$ cat src/rtl/ddr3_sdram_s0_seq_debug_cmd_master_if.sv
// Host command port plus Avalon-MM master bus for the debug command master.
// master = command master side, slave = host/Avalon side.
interface ddr3_sdram_s0_seq_debug_cmd_master_if #(
  parameter int ADDR_W     = 20,
  parameter int MAX_PARAMS = 4
);
  logic                    cmd_valid;
  logic                    cmd_ready;
  logic [31:0]             cmd_code;
  logic [3:0]              cmd_nparams;
  logic [32*MAX_PARAMS-1:0] cmd_params;

  logic                    rsp_valid;
  logic [31:0]             rsp_status;
  logic                    rsp_timeout;
  logic                    rsp_reject;

  logic [ADDR_W-1:0]       avm_address;
  logic                    avm_read;
  logic                    avm_write;
  logic [31:0]             avm_writedata;
  logic [31:0]             avm_readdata;
  logic                    avm_readdatavalid;
  logic                    avm_waitrequest;

  modport master (
    input  cmd_valid, cmd_code, cmd_nparams, cmd_params,
    input  avm_readdata, avm_readdatavalid, avm_waitrequest,
    output cmd_ready, rsp_valid, rsp_status, rsp_timeout, rsp_reject,
    output avm_address, avm_read, avm_write, avm_writedata
  );

  modport slave (
    output cmd_valid, cmd_code, cmd_nparams, cmd_params,
    output avm_readdata, avm_readdatavalid, avm_waitrequest,
    input  cmd_ready, rsp_valid, rsp_status, rsp_timeout, rsp_reject,
    input  avm_address, avm_read, avm_write, avm_writedata
  );
endinterface

$ cat src/rtl/ddr3_sdram_s0_seq_debug_cmd_master.sv
// Issues one debug command into the sequencer mailbox: params, command,
// poll REQ_CMD until cleared, then read CMD_STATUS back to the host.
module ddr3_sdram_s0_seq_debug_cmd_master #(
  parameter int          ADDR_W     = 20,
  parameter logic [31:0] DBG_BASE   = 32'h000151e0,
  parameter int          MAX_PARAMS = 4,
  parameter int          POLL_GAP   = 16,
  parameter int          POLL_LIMIT = 1024
) (
  input logic clk,
  input logic reset,
  ddr3_sdram_s0_seq_debug_cmd_master_if.master bus
);

  localparam int IDX_W  = $clog2(MAX_PARAMS + 1);
  localparam int GAP_W  = $clog2(POLL_GAP + 1);
  localparam int PCNT_W = $clog2(POLL_LIMIT + 1);

  localparam logic [3:0] MAXP = 4'(MAX_PARAMS);

  localparam logic [ADDR_W-1:0] A_REQ  = ADDR_W'(DBG_BASE + 32'h8);
  localparam logic [ADDR_W-1:0] A_STAT = ADDR_W'(DBG_BASE + 32'hC);
  localparam logic [ADDR_W-1:0] A_PAR  = ADDR_W'(DBG_BASE + 32'h10);

  localparam logic [GAP_W-1:0]  GAP_LAST = GAP_W'(POLL_GAP - 1);
  localparam logic [PCNT_W-1:0] PLIM     = PCNT_W'(POLL_LIMIT);

  typedef enum logic [3:0] {
    S_IDLE,
    S_WR_PARAM,
    S_WR_CMD,
    S_GAP,
    S_POLL_RD,
    S_POLL_WAIT,
    S_ST_RD,
    S_ST_WAIT,
    S_RESP
  } state_e;

  state_e                       state_q, state_d;
  logic [IDX_W-1:0]             idx_q, idx_d;
  logic [3:0]                   np_q, np_d;
  logic [31:0]                  code_q, code_d;
  logic [MAX_PARAMS-1:0][31:0]  par_q, par_d;
  logic [GAP_W-1:0]             gap_q, gap_d;
  logic [PCNT_W-1:0]            poll_q, poll_d;
  logic [31:0]                  stat_q, stat_d;
  logic                         to_q, to_d;
  logic                         rej_q, rej_d;

  logic [31:0]       par_sel;
  logic              ready_o;
  logic              rspv_o;
  logic              rd_o;
  logic              wr_o;
  logic [ADDR_W-1:0] addr_o;
  logic [31:0]       wdata_o;

  // Select the parameter word for the current write index.
  always_comb begin
    par_sel = '0;
    for (int i = 0; i < MAX_PARAMS; i++) begin
      if (idx_q == IDX_W'(i)) par_sel = par_q[i];
    end
  end

  // Next-state and bus strobes; strobes are decoded from state so they
  // hold steady under waitrequest and drop when the state advances.
  always_comb begin
    state_d = state_q;
    idx_d   = idx_q;
    np_d    = np_q;
    code_d  = code_q;
    par_d   = par_q;
    gap_d   = gap_q;
    poll_d  = poll_q;
    stat_d  = stat_q;
    to_d    = to_q;
    rej_d   = rej_q;
    ready_o = 1'b0;
    rspv_o  = 1'b0;
    rd_o    = 1'b0;
    wr_o    = 1'b0;
    addr_o  = '0;
    wdata_o = '0;
    unique case (state_q)
      S_IDLE: begin
        ready_o = 1'b1;
        if (bus.cmd_valid) begin
          code_d = bus.cmd_code;
          for (int i = 0; i < MAX_PARAMS; i++) begin
            par_d[i] = bus.cmd_params[32*i +: 32];
          end
          np_d  = (bus.cmd_nparams > MAXP) ? MAXP : bus.cmd_nparams;
          idx_d = '0;
          if (bus.cmd_code == 32'h0) begin
            stat_d  = '0;
            to_d    = 1'b0;
            rej_d   = 1'b1;
            state_d = S_RESP;
          end else if (np_d == 4'd0) begin
            state_d = S_WR_CMD;
          end else begin
            state_d = S_WR_PARAM;
          end
        end
      end
      S_WR_PARAM: begin
        wr_o    = 1'b1;
        addr_o  = A_PAR + ADDR_W'({idx_q, 2'b00});
        wdata_o = par_sel;
        if (!bus.avm_waitrequest) begin
          idx_d = idx_q + IDX_W'(1);
          if (4'(idx_d) == np_q) state_d = S_WR_CMD;
        end
      end
      S_WR_CMD: begin
        wr_o    = 1'b1;
        addr_o  = A_REQ;
        wdata_o = code_q;
        if (!bus.avm_waitrequest) begin
          gap_d   = '0;
          poll_d  = '0;
          state_d = S_GAP;
        end
      end
      S_GAP: begin
        if (gap_q == GAP_LAST) begin
          state_d = S_POLL_RD;
        end else begin
          gap_d = gap_q + GAP_W'(1);
        end
      end
      S_POLL_RD: begin
        rd_o   = 1'b1;
        addr_o = A_REQ;
        if (!bus.avm_waitrequest) state_d = S_POLL_WAIT;
      end
      S_POLL_WAIT: begin
        if (bus.avm_readdatavalid) begin
          if (bus.avm_readdata == 32'h0) begin
            state_d = S_ST_RD;
          end else begin
            poll_d = poll_q + PCNT_W'(1);
            gap_d  = '0;
            if (poll_d == PLIM) begin
              stat_d  = '0;
              to_d    = 1'b1;
              rej_d   = 1'b0;
              state_d = S_RESP;
            end else begin
              state_d = S_GAP;
            end
          end
        end
      end
      S_ST_RD: begin
        rd_o   = 1'b1;
        addr_o = A_STAT;
        if (!bus.avm_waitrequest) state_d = S_ST_WAIT;
      end
      S_ST_WAIT: begin
        if (bus.avm_readdatavalid) begin
          stat_d  = bus.avm_readdata;
          to_d    = 1'b0;
          rej_d   = 1'b0;
          state_d = S_RESP;
        end
      end
      S_RESP: begin
        rspv_o  = 1'b1;
        state_d = S_IDLE;
      end
      default: state_d = S_IDLE;
    endcase
  end

  // State and datapath registers; reset returns to IDLE at once, which
  // also discards any read still in flight.
  always_ff @(posedge clk) begin
    if (reset) begin
      state_q <= S_IDLE;
      idx_q   <= '0;
      np_q    <= '0;
      code_q  <= '0;
      par_q   <= '0;
      gap_q   <= '0;
      poll_q  <= '0;
      stat_q  <= '0;
      to_q    <= 1'b0;
      rej_q   <= 1'b0;
    end else begin
      state_q <= state_d;
      idx_q   <= idx_d;
      np_q    <= np_d;
      code_q  <= code_d;
      par_q   <= par_d;
      gap_q   <= gap_d;
      poll_q  <= poll_d;
      stat_q  <= stat_d;
      to_q    <= to_d;
      rej_q   <= rej_d;
    end
  end

  assign bus.cmd_ready     = ready_o;
  assign bus.rsp_valid     = rspv_o;
  assign bus.rsp_status    = stat_q;
  assign bus.rsp_timeout   = to_q;
  assign bus.rsp_reject    = rej_q;
  assign bus.avm_address   = addr_o;
  assign bus.avm_read      = rd_o;
  assign bus.avm_write     = wr_o;
  assign bus.avm_writedata = wdata_o;

endmodule

$ cat src/flat_wrapper.sv
// flat-port wrapper written by rule: the top's interface ports become plain ports
module ddr3_sdram_s0_seq_debug_cmd_master_flat 
#(
  parameter int          ADDR_W     = 20,
  parameter logic [31:0] DBG_BASE   = 32'h000151e0,
  parameter int          MAX_PARAMS = 4,
  parameter int          POLL_GAP   = 16,
  parameter int          POLL_LIMIT = 1024
)
  (clk, reset, bus_cmd_valid, bus_cmd_code, bus_cmd_nparams, bus_cmd_params, bus_avm_readdata, bus_avm_readdatavalid, bus_avm_waitrequest, bus_cmd_ready, bus_rsp_valid, bus_rsp_status, bus_rsp_timeout, bus_rsp_reject, bus_avm_address, bus_avm_read, bus_avm_write, bus_avm_writedata);
  ddr3_sdram_s0_seq_debug_cmd_master_if #(.ADDR_W(ADDR_W), .MAX_PARAMS(MAX_PARAMS)) bus_i ();
  input logic clk;
  input logic reset;
  input wire logic [$bits(bus_i.cmd_valid)-1:0] bus_cmd_valid;
  input wire logic [$bits(bus_i.cmd_code)-1:0] bus_cmd_code;
  input wire logic [$bits(bus_i.cmd_nparams)-1:0] bus_cmd_nparams;
  input wire logic [$bits(bus_i.cmd_params)-1:0] bus_cmd_params;
  input wire logic [$bits(bus_i.avm_readdata)-1:0] bus_avm_readdata;
  input wire logic [$bits(bus_i.avm_readdatavalid)-1:0] bus_avm_readdatavalid;
  input wire logic [$bits(bus_i.avm_waitrequest)-1:0] bus_avm_waitrequest;
  output wire logic [$bits(bus_i.cmd_ready)-1:0] bus_cmd_ready;
  output wire logic [$bits(bus_i.rsp_valid)-1:0] bus_rsp_valid;
  output wire logic [$bits(bus_i.rsp_status)-1:0] bus_rsp_status;
  output wire logic [$bits(bus_i.rsp_timeout)-1:0] bus_rsp_timeout;
  output wire logic [$bits(bus_i.rsp_reject)-1:0] bus_rsp_reject;
  output wire logic [$bits(bus_i.avm_address)-1:0] bus_avm_address;
  output wire logic [$bits(bus_i.avm_read)-1:0] bus_avm_read;
  output wire logic [$bits(bus_i.avm_write)-1:0] bus_avm_write;
  output wire logic [$bits(bus_i.avm_writedata)-1:0] bus_avm_writedata;
  assign bus_i.cmd_valid = bus_cmd_valid;
  assign bus_i.cmd_code = bus_cmd_code;
  assign bus_i.cmd_nparams = bus_cmd_nparams;
  assign bus_i.cmd_params = bus_cmd_params;
  assign bus_i.avm_readdata = bus_avm_readdata;
  assign bus_i.avm_readdatavalid = bus_avm_readdatavalid;
  assign bus_i.avm_waitrequest = bus_avm_waitrequest;
  assign bus_cmd_ready = bus_i.cmd_ready;
  assign bus_rsp_valid = bus_i.rsp_valid;
  assign bus_rsp_status = bus_i.rsp_status;
  assign bus_rsp_timeout = bus_i.rsp_timeout;
  assign bus_rsp_reject = bus_i.rsp_reject;
  assign bus_avm_address = bus_i.avm_address;
  assign bus_avm_read = bus_i.avm_read;
  assign bus_avm_write = bus_i.avm_write;
  assign bus_avm_writedata = bus_i.avm_writedata;
  ddr3_sdram_s0_seq_debug_cmd_master #(.ADDR_W(ADDR_W), .DBG_BASE(DBG_BASE), .MAX_PARAMS(MAX_PARAMS), .POLL_GAP(POLL_GAP), .POLL_LIMIT(POLL_LIMIT)) u_core (.clk(clk), .reset(reset), .bus(bus_i));
endmodule
$ cat config.mk
export PLATFORM = sky130hd
export DESIGN_NAME = ddr3_sdram_s0_seq_debug_cmd_master_flat
export DESIGN_NICKNAME = d
export VERILOG_FILES = /design/src/rtl/ddr3_sdram_s0_seq_debug_cmd_master_if.sv /design/src/rtl/ddr3_sdram_s0_seq_debug_cmd_master.sv /design/src/flat_wrapper.sv
export SDC_FILE = /design/constraint.sdc
export NUM_CORES = 1
export LEC_CHECK = 0
export ABC_AREA = 0
export CAP_MARGIN = 20
export CORE_ASPECT_RATIO = 1.2
export CORE_MARGIN = 2
export CORE_UTILIZATION = 38
export DETAILED_ROUTE_END_ITERATION = 16
export PLACE_DENSITY = 0.64
export SETUP_SLACK_MARGIN = 0.4
export SLEW_MARGIN = 20
export SYNTH_ARGS = -nofsm -noshare
export SYNTH_HDL_FRONTEND = slang
export SYNTH_SLANG_ARGS = --single-unit
$ cat constraint.sdc
create_clock -name clk -period 8.6 [get_ports clk]
set_clock_uncertainty 0.1 [all_clocks]
set_input_delay 0.86 -clock clk [delete_from_list [all_inputs] [get_ports clk]]
set_output_delay 0.86 -clock clk [all_outputs]
set_load 0.02 [all_outputs]
==> results.json, run 1 <==
{
  "vdd_drop_max_mv": 0.141,
  "r2r_end": "u_core.idx_q[1]",
  "rows": 64,
  "synth_top_area_share": 0.455,
  "timing.fmax_ghz": 0.230,
  "ys_warn_count": 0,
  "r2r-start": "u_core.state_q[1]",
  "drt-initial-drc-count": 589,
  "finalCritPeriodShare": 0.507,
  "antenna_found_initial": 2,
  "worstHoldPathType": "flip-flop to flip-flop",
  "status": "finished clean",
  "synth-xor-area-share": 0.00720,
  "ys.flop_type": "dfxtp_1",
  "max-cap-violations": 0,
  "p_per_area_nw_per_um2": 250,
  "fin_ws_ps": 4240,
  "hpwlAfterDp_um": 21200,
  "hold_violations": 0,
  "synth_seq_cells": 221,
  "multiInputGateArea_um2": 4780,
  "gp_congestion": 0.868,
  "tns_ps": 0,
  "clock_sinks": 221,
  "synth_area_um2": 9730,
  "nNetsFinal": 1685,
  "synth-edff-count": 0,
  "drt_pass1_iterations": 5,
  "synth-simple-area-share": 0.217,
  "yosys.cell_types.count": 60,
  "finalCriticalPeriod_ps": 4360,
  "place_ws_ps": 4780,
  "holdCritStartpoint": "u_core.par_q[24]",
  "nFillCells": 2508,
  "finalSetupViolCount": 0,
  "post_cts_buffers": 0,
  "placed_area_um2": 12500,
  "worstPathRequired_ps": 7640,
  "fp.dieArea_um2": 26900,
  "cts_root_buf": "clkbuf_16",
  "synth_compound_gate_area_share": 0.245,
  "cts_made_buffers": 24,
  "ys_seq_area_frac": 0.455,
  "initial_core_util": 0.384,
  "cts_hold_buf": 0,
  "reg2regPathDepth": 6,
  "end_kind": "primary output",
  "startpoint_type": "flip-flop",
  "grt.total_usage": 0.218,
  "die_w_um": 150,
  "num_vias": 9580,
  "hold_depth": 2,
  "synth_area_leaders": "dfxtp_1 (45%), nand2_1 (14%), a21oi_1 (11%)",
  "yosysTopAreaCell": "dfxtp_1",
  "timing.hold.ws_ps": 353,
  "drc_errors": 0,
  "p_leak_nw": 4.80,
  "rsz0062_at_grt": "no",
  "cts_resized": 0,
  "clk_latency_ps": 520,
  "core-area_um2": 25300,
  "area_growth_pct": 37.1,
  "crit_fanout": 41,
  "syn_inst": 1270,
  "overflow": 0,
  "grt_pass1_vias": 9058,
  "ff_latch_area_um2": 4420,
  "grt_max_degree": 110,
  "path_clk_slew_ps": 60,
  "htreeDepth": 1,
  "path_class": "flip-flop to primary output",
  "cts_tree": "yes",
  "reg2reg_slack_ps": 4990,
  "cp.arrival_ps": 3400,
  "hold_end": "u_core.par_q[24]",
  "worst_slew_pin_slew_ps": 1040,
  "final_area_um2": 13300,
  "io_pins": 291,
  "routed_via_density": 5.25,
  "die_height_um": 179,
  "cts_buffer_depth": 3,
  "ant_nets": 0,
  "synth_top_family_by_area": "compound AO/OA/AOI/OAI gates",
  "power_mw": 3.34,
  "relSlewSlack": 0.304,
  "portBuffers": 281,
  "synthMuxAreaShare": 0.00412,
  "layout-drive-gt1-share": 0.0409,
  "grt_pass1_wl_um": 47400,
  "ys_async_sr_fraction": 0,
  "synthAdderAreaFrac": 0.0116,
  "drv_slew": 0,
  "wirelength_um": 30500,
  "syn_area_per_cell_um2": 7.66,
  "wl_per_cell_um": 16.7
}
[power by group]
part	switching, mW	leakage (nW)	total [mW]	internal (mW)
combinational	0.636	2.60	1.02	0.388
sequential	0.0943	1.81	1.27	1.18
clock	0.413	0.392	1.04	0.625
total	1.14	4.80	3.34	2.19
[flip-flops by register name, indices dropped and copies added (netlist names)]
name,cells
u_core.code_q,32
u_core.par_q,128
u_core.idx_q,3
u_core.state_q,4
u_core.gap_q,5
u_core.bus.rsp_status,32
u_core.poll_q,11
u_core.bus.rsp_reject,1
u_core.np_q,4
u_core.bus.rsp_timeout,1
[cells in the final DEF, fill, tap and decap left out, types with 2 or more instances in the layout]
master           synthesis  layout
a211oi_1                36      36
a21o_1                   2       2
a21oi_1                212     212
a22o_1                  34      34
a22oi_1                 34      34
a311oi_1                 9       9
a31oi_1                  3       3
a32o_1                   2       2
a41oi_1                  2       2
and3_1                   7       6
buf_4                   15       8
bufinv_16                0       2
clkbuf_1                91       6
clkbuf_16                0      25
clkbuf_8                 0       4
clkdlybuf4s50_1          0     280
clkinv_2                 0       5
conb_1                   1       9
dfxtp_1                221     221
diode_2                  0       2
ha_1                     9       8
inv_1                   12      12
mux2i_1                  4       4
nand2_1                370     368
nand2b_1                 6       6
nand3_1                  7       7
nand4_1                  7       7
nand4bb_1                2       2
nor2_1                  63      63
nor2b_1                  3       2
nor3_1                   5       5
nor4_1                  19      19
o21ai_0                 19      19
o21ai_1                 23      23
or3_1                    4       3
or4_4                    2       2
xnor2_1                  6       6
xor2_1                   2       2
[cell usage after synthesis (6+ instances only)]
master	number
nand2_1	370
nand3_1	7
a22o_1	34
o21ai_0	19
and3_1	7
o21ai_1	23
dfxtp_1	221
a211oi_1	36
ha_1	9
buf_1	6
nand4_1	7
a311oi_1	9
nor2_1	63
inv_1	12
a21oi_1	212
nand2b_1	6
xnor2_1	6
buf_4	15
nor4_1	19
a22oi_1	34
clkbuf_1	91
[final cells by class]
cell class / instances / share of cell area
Antenna cell: 2 / 0.000375
Clock buffer: 35 / 0.0527
Clock inverter: 8 / 0.00694
Inverter: 12 / 0.00338
Multi-Input combinational cell: 927 / 0.359
Sequential cell: 221 / 0.332
Tap cell: 330 / 0.0309
Timing Repair Buffer: 289 / 0.215
[cell families (layout without fill, tap and decap cells)]
logic type	after synthesis	count (layout)
AOI/OAI and AO/OA	391	391
xor gates and xnor gates	8	8
adders and majority gates	9	9
buffers and inverters	130	344
DFF	221	221
muxes	4	4
other	1	11
and+or+nand+nor	506	506
[per-layer routing]
layer / track usage / wire (um) / vias up
met1: 0.293 / 13300 / 4376
met3: 0.0397 / 2250 / 64
li1: - / - / 4780
met2: 0.344 / 13700 / 360
met4: 0.0908 / 1150 / 0
met5: 0 / 0 / -
[metrics by stage]
| stage | utilization | cells |
|---|---|---|
| 6_report | 0.527 | 1824 |
| 5_1_grt | 0.527 | 1824 |
| 4_1_cts | 0.527 | 1822 |
| 3_5_place_dp | 0.496 | 1779 |
| 3_3_place_gp | 0.496 | 1779 |
| 2_1_floorplan | - | 1278 |
[critical path, stage by stage (launching register included)]
cell and delay (ps):
dfxtp_1 660, nand2b_1 220, or3_2 830, o21ai_0 470, clkdlybuf4s50_1 690
[how the worst max path moves through the flow]
stage	end	slack [ps]	startpoint	depth (start not counted)
2_1_floorplan	bus_avm_writedata[16]	5500	u_core.idx_q[1]	8
3_3_place_gp	bus_avm_address[7]	4870	u_core.state_q[0]	4
5_1_grt	bus_avm_address[6]	4050	u_core.state_q[0]	4
3_5_place_dp	bus_avm_address[8]	4780	u_core.state_q[0]	4
6_report	bus_avm_address[5]	4240	u_core.state_q[0]	4
4_1_cts	bus_avm_address[8]	4220	u_core.state_q[0]	4
(Power assumes the default switching activity.)
==> run 2, diff against run 1 <==
- clock period: 8.6 -> 4.42 ns (I/O delays scaled with it)
==> run 2 against run 1 <==
- hold slack worse by 100 ps
- cell count rose by 0.38%
- count of clock-buffer cells in the layout decreased by 3
- core utilization grew 0.35 points
- routed wire length fell by 1.6%
- total power is 96% higher
- via count is 0.15% higher
- first-iteration DRC count decreased by 0.17%
- setup slack worse by 3700 ps
- die area is the same
- sequential share of layout area down 0.22 points
- clock power increased by 97%
- largest cell class unchanged
- largest power group unchanged
==> results.json, run 2 (synthesized netlist as in run 1, its figures left out) <==
{
  "status": "finished clean",
  "layout-drive-gt1-share": 0.0467,
  "seqPwrFrac": 0.379,
  "num_vias": 9594,
  "post_cts_buffers": 0,
  "switching_power_mw": 2.23,
  "cp.arrival_ps": 3320,
  "worstHoldPathType": "input pin to flip-flop",
  "p_comb_frac": 0.308,
  "placed_area_um2": 12600,
  "die_height_um": 179,
  "cts_made_buffers": 24,
  "clk_latency_ps": 510,
  "finalCriticalPeriod_ps": 3870,
  "layout_commonest_cell": "nand2_1",
  "timing.hold.ws_ps": 248,
  "worstPathRequired_ps": 3880,
  "path_clk_slew_ps": 60,
  "overflow": 0,
  "cts_hold_buf": 0,
  "grt_max_degree": 94,
  "vdd_drop_max_mv": 0.337,
  "timing.fmax_ghz": 0.259,
  "crit_start": "u_core.idx_q[0]",
  "area_growth_pct": 38.0,
  "worst_slew_pin_slew_ps": 953,
  "max-cap-violations": 0,
  "regMostFlops": "u_core.par_q",
  "htreeDepth": 1,
  "startpoint_type": "flip-flop",
  "end_kind": "primary output",
  "ant_nets": 0,
  "fin_ws_ps": 553,
  "clock_sinks": 221,
  "gp_congestion": 0.897,
  "dp_cells": 1786,
  "final_area_um2": 13400,
  "nFillCells": 2501,
  "tns_ps": 0,
  "use_met3": 0.0313,
  "cts_tree": "yes",
  "crit_fanout": 41,
  "holdCritStartpoint": "reset",
  "hpwlAfterDp_um": 21400,
  "grt.total_usage": 0.212,
  "grt_pass1_wl_um": 46200,
  "antenna_found_initial": 1,
  "cts_root_buf": "clkbuf_16",
  "final_cell_mix": "nand2_1 (368), clkdlybuf4s50_1 (280), dfxtp_1 (221), a21oi_1 (212), nor2_1 (63)",
  "hold_violations": 0,
  "wl_per_cell_um": 16.4,
  "use_met1": 0.290,
  "reg2reg_slack_ps": 1470,
  "power_mw": 6.55,
  "grt_pass1_vias": 8979,
  "drc_errors": 0,
  "cts_buffer_depth": 3,
  "r2r-start": "u_core.poll_q[1]",
  "p_leak_nw": 4.85,
  "fp.dieArea_um2": 26900,
  "finalSetupViolCount": 0,
  "die_w_um": 150,
  "wirelength_um": 30000,
  "core-area_um2": 25300,
  "portBuffers": 281,
  "drt-initial-drc-count": 588,
  "largest_register_ffs": 128,
  "drt_pass1_iterations": 5,
  "top_usage_layer": "met2",
  "nNetsFinal": 1692,
  "path_class": "flip-flop to primary output",
  "internal_power_mw": 4.32,
  "routed_via_density": 5.24,
  "cts_resized": 0,
  "finalCritPeriodShare": 0.875,
  "final_core_util": 0.531,
  "finalNonFillerCells": 1831,
  "use_met2": 0.336,
  "p_per_area_nw_per_um2": 488,
  "rsz0062_at_grt": "yes",
  "sw_frac_of_total": 0.340,
  "place_ws_ps": 944,
  "p_clk_frac": 0.313,
  "drv_slew": 0,
  "rows": 64,
  "initial_core_util": 0.384,
  "io_pins": 291,
  "relSlewSlack": 0.364
}
run 2: changes by cell type in the layout (fill, tap and decap cells not counted), sizes merged:
cell / delta
clkinvlp: +1
bufinv: +1
clkinv: +2
clkbuf: -3
diode: -1
buf: +7
run 2: worst max-delay path, cell delays in order (launching register included):
cell and delay, ps:
dfxtp_1 480, ha_1 200, ha_2 730, buf_4 410
a21oi_1 110, o21ai_0 220, clkdlybuf4s50_1 650
run 2: power by group through the flow:
stage               clock network, mW  registers, mW  logic (mW)
floorplan                           0           2.46        1.35
global route                     2.18           2.52        2.22
finish                           2.05           2.48        2.02
global placement                    0           2.51        2.00
CTS                              2.10           2.48        2.02
detailed placement                  0           2.52        2.02
run 2: per-layer routing:
| metal | up-vias | wire (um) |
|---|---|---|
| li1 | 4791 | - |
| met1 | 4416 | 13400 |
| met2 | 323 | 13700 |
| met3 | 64 | 1830 |
| met4 | 0 | 1110 |
| met5 | - | 0 |
run 2: final timing paths:
check                        endpoint  depth (start not counted)
max             bus_avm_writedata[20]                          6
min                   u_core.gap_q[4]                          2
max reg2reg  u_core.bus.rsp_status[0]                          7
min reg2reg          u_core.par_q[79]                          2
run 2: final cells by class:
class,instances,area (um2),area share
multi-input combinational,927,4790,0.357
sequential,221,4420,0.329
clock buffer,32,672,0.0500
clock inverter,12,140,0.0104
antenna,1,2.50,0.000186
inverter,12,45.0,0.00335
tap,330,413,0.0307
timing repair buffer,296,2940,0.219
==> run 3, diff against run 2 <==
- CORE_MARGIN: 2 -> not set
- REMOVE_ABC_BUFFERS: not set -> 1
==> run 3 against run 2 <==
- combinational power is essentially flat
- setup slack gained 110 ps
- routed wire length grew 0.49%
- sequential share of layout area did not move
- sequential power is essentially flat
- global-route usage is 1.3 points higher
- critical endpoint is now bus_avm_writedata[2]
==> results.json, run 3 (synthesized netlist as in run 1, its figures left out) <==
{
  "status": "finished clean",
  "worst-path-buf-inv": 3,
  "p_per_area_nw_per_um2": 479,
  "rsz0062_at_grt": "no",
  "fin_ws_ps": 659,
  "nFillCells": 2459,
  "layout-drive-gt1-share": 0.0440,
  "drc_errors": 0,
  "startpoint_type": "flip-flop",
  "layout_commonest_cell": "nand2_1",
  "wl_per_cell_um": 16.5,
  "rows": 63,
  "hold_violations": 0,
  "grt_max_degree": 101,
  "p_leak_nw": 4.83,
  "nNetsFinal": 1693,
  "cp.arrival_ps": 3220,
  "grt_pass1_vias": 9247,
  "vdd_drop_max_mv": 0.242,
  "antenna_found_initial": 4,
  "overflow": 0,
  "final_cell_mix": "nand2_1 (368), clkdlybuf4s50_1 (280), dfxtp_1 (221), a21oi_1 (212), nor2_1 (63)",
  "grt.total_usage": 0.225,
  "wirelength_um": 30100,
  "gp_congestion": 0.853,
  "regMostFlops": "u_core.par_q",
  "timing.hold.ws_ps": 269,
  "worstHoldPathType": "input pin to flip-flop",
  "crit_chain": "inv_1 -> ha_1 -> nand2_4 -> buf_4 -> nor2_1 -> a211oi_1 -> a21oi_1 -> o21ai_0 -> clkdlybuf4s50_1",
  "cts_hold_buf": 0,
  "worstPathRequired_ps": 3880,
  "final_area_um2": 13400,
  "crit_slowest_cell": "clkdlybuf4s50_1",
  "cts_buffer_depth": 3,
  "die_w_um": 148,
  "placed_area_um2": 12600,
  "io_pins": 291,
  "end_kind": "primary output",
  "max-cap-violations": 0,
  "worst_slew_pin_slew_ps": 1080,
  "cts_made_buffers": 24,
  "area_growth_pct": 38.0,
  "fp.dieArea_um2": 26200,
  "finalCriticalPeriod_ps": 3760,
  "place_ws_ps": 836,
  "finalSetupViolCount": 0,
  "drv_slew": 0,
  "timing.fmax_ghz": 0.266,
  "slowest_delay_ps": 640,
  "grt_pass1_wl_um": 47700,
  "clock_sinks": 221,
  "portBuffers": 281,
  "cts_tree": "yes",
  "initial_core_util": 0.391,
  "drt_pass1_iterations": 5,
  "path_clk_slew_ps": 60,
  "hpwlAfterDp_um": 20600,
  "clk_latency_ps": 510,
  "htreeDepth": 1,
  "routed_via_density": 5.27,
  "core-area_um2": 24900,
  "cts_root_buf": "clkbuf_16",
  "relSlewSlack": 0.281,
  "crit_fanout": 28,
  "path_class": "flip-flop to primary output",
  "drt-initial-drc-count": 628,
  "die_height_um": 177,
  "tns_ps": 0,
  "finalCritPeriodShare": 0.851,
  "ant_nets": 0,
  "largest_register_ffs": 128,
  "num_vias": 9647,
  "cpLargestDelayFamily": "buffers and inverters"
}
## run 3: changes by cell type in the layout (fill, tap and decap cells not counted)
cell        delta
buf_12         +3
buf_4          -2
bufinv_16      -3
clkbuf_1       +5
clkbuf_8       +4
clkinv_2       -4
clkinvlp_4     -2
diode_2        +3
nand2_2        -1
nand2_4        +1
o21ai_0        +1
o21ai_1        -1
## run 3: where the power goes
part,internal [mW],switching [mW],leakage [nW],total (mW)
clock,1.14,0.798,0.375,1.94
combinational,0.798,1.22,2.65,2.02
sequential,2.29,0.183,1.81,2.48
total,4.23,2.21,4.83,6.44
## run 3: through the flow
stage,util,instances,power (mW)
floorplan,-,1160,3.71
global placement,0.507,1781,4.52
detailed placement,0.507,1781,4.54
CTS,0.538,1825,6.48
global route,0.539,1828,6.81
finish,0.539,1830,6.44
## run 3: cell type report
type / instances / area, um2 / share of cell area
sequential: 221 / 4420 / 0.329
clock buffer: 41 / 746 / 0.0555
multi-input combinational: 927 / 4800 / 0.357
timing repair buffer: 297 / 2980 / 0.222
tap: 325 / 407 / 0.0303
clock inverter: 3 / 15.0 / 0.00112
inverter: 12 / 45.0 / 0.00335
antenna: 4 / 10.0 / 0.000745
## run 3: metal layers
layer,share of wire,global-route usage,up-vias
li1,-,-,4803
met1,0.42,0.280,4479
met2,0.48,0.387,320
met3,0.077,0.0515,45
met4,0.022,0.0614,0
met5,0,0,-
## run 3: worst paths after layout
kind / startpoint / end / slack (ps) / depth (start not counted)
worst min register to register: u_core.par_q[26] / u_core.par_q[26] / 350 / 2
worst min-delay path: reset / u_core.gap_q[0] / 270 / 2
worst max-delay path: u_core.idx_q[0] / bus_avm_writedata[2] / 660 / 9
worst max register to register: u_core.poll_q[0] / u_core.bus.rsp_status[1] / 1430 / 7
## run 3: repair_timing
| action | 4_1_cts | 5_1_grt |
|---|---|---|
| resized for setup | 0 | 2 |
| endpoints found under the setup margin | 0 | 24 |
| setup buffers | 0 | 1 |
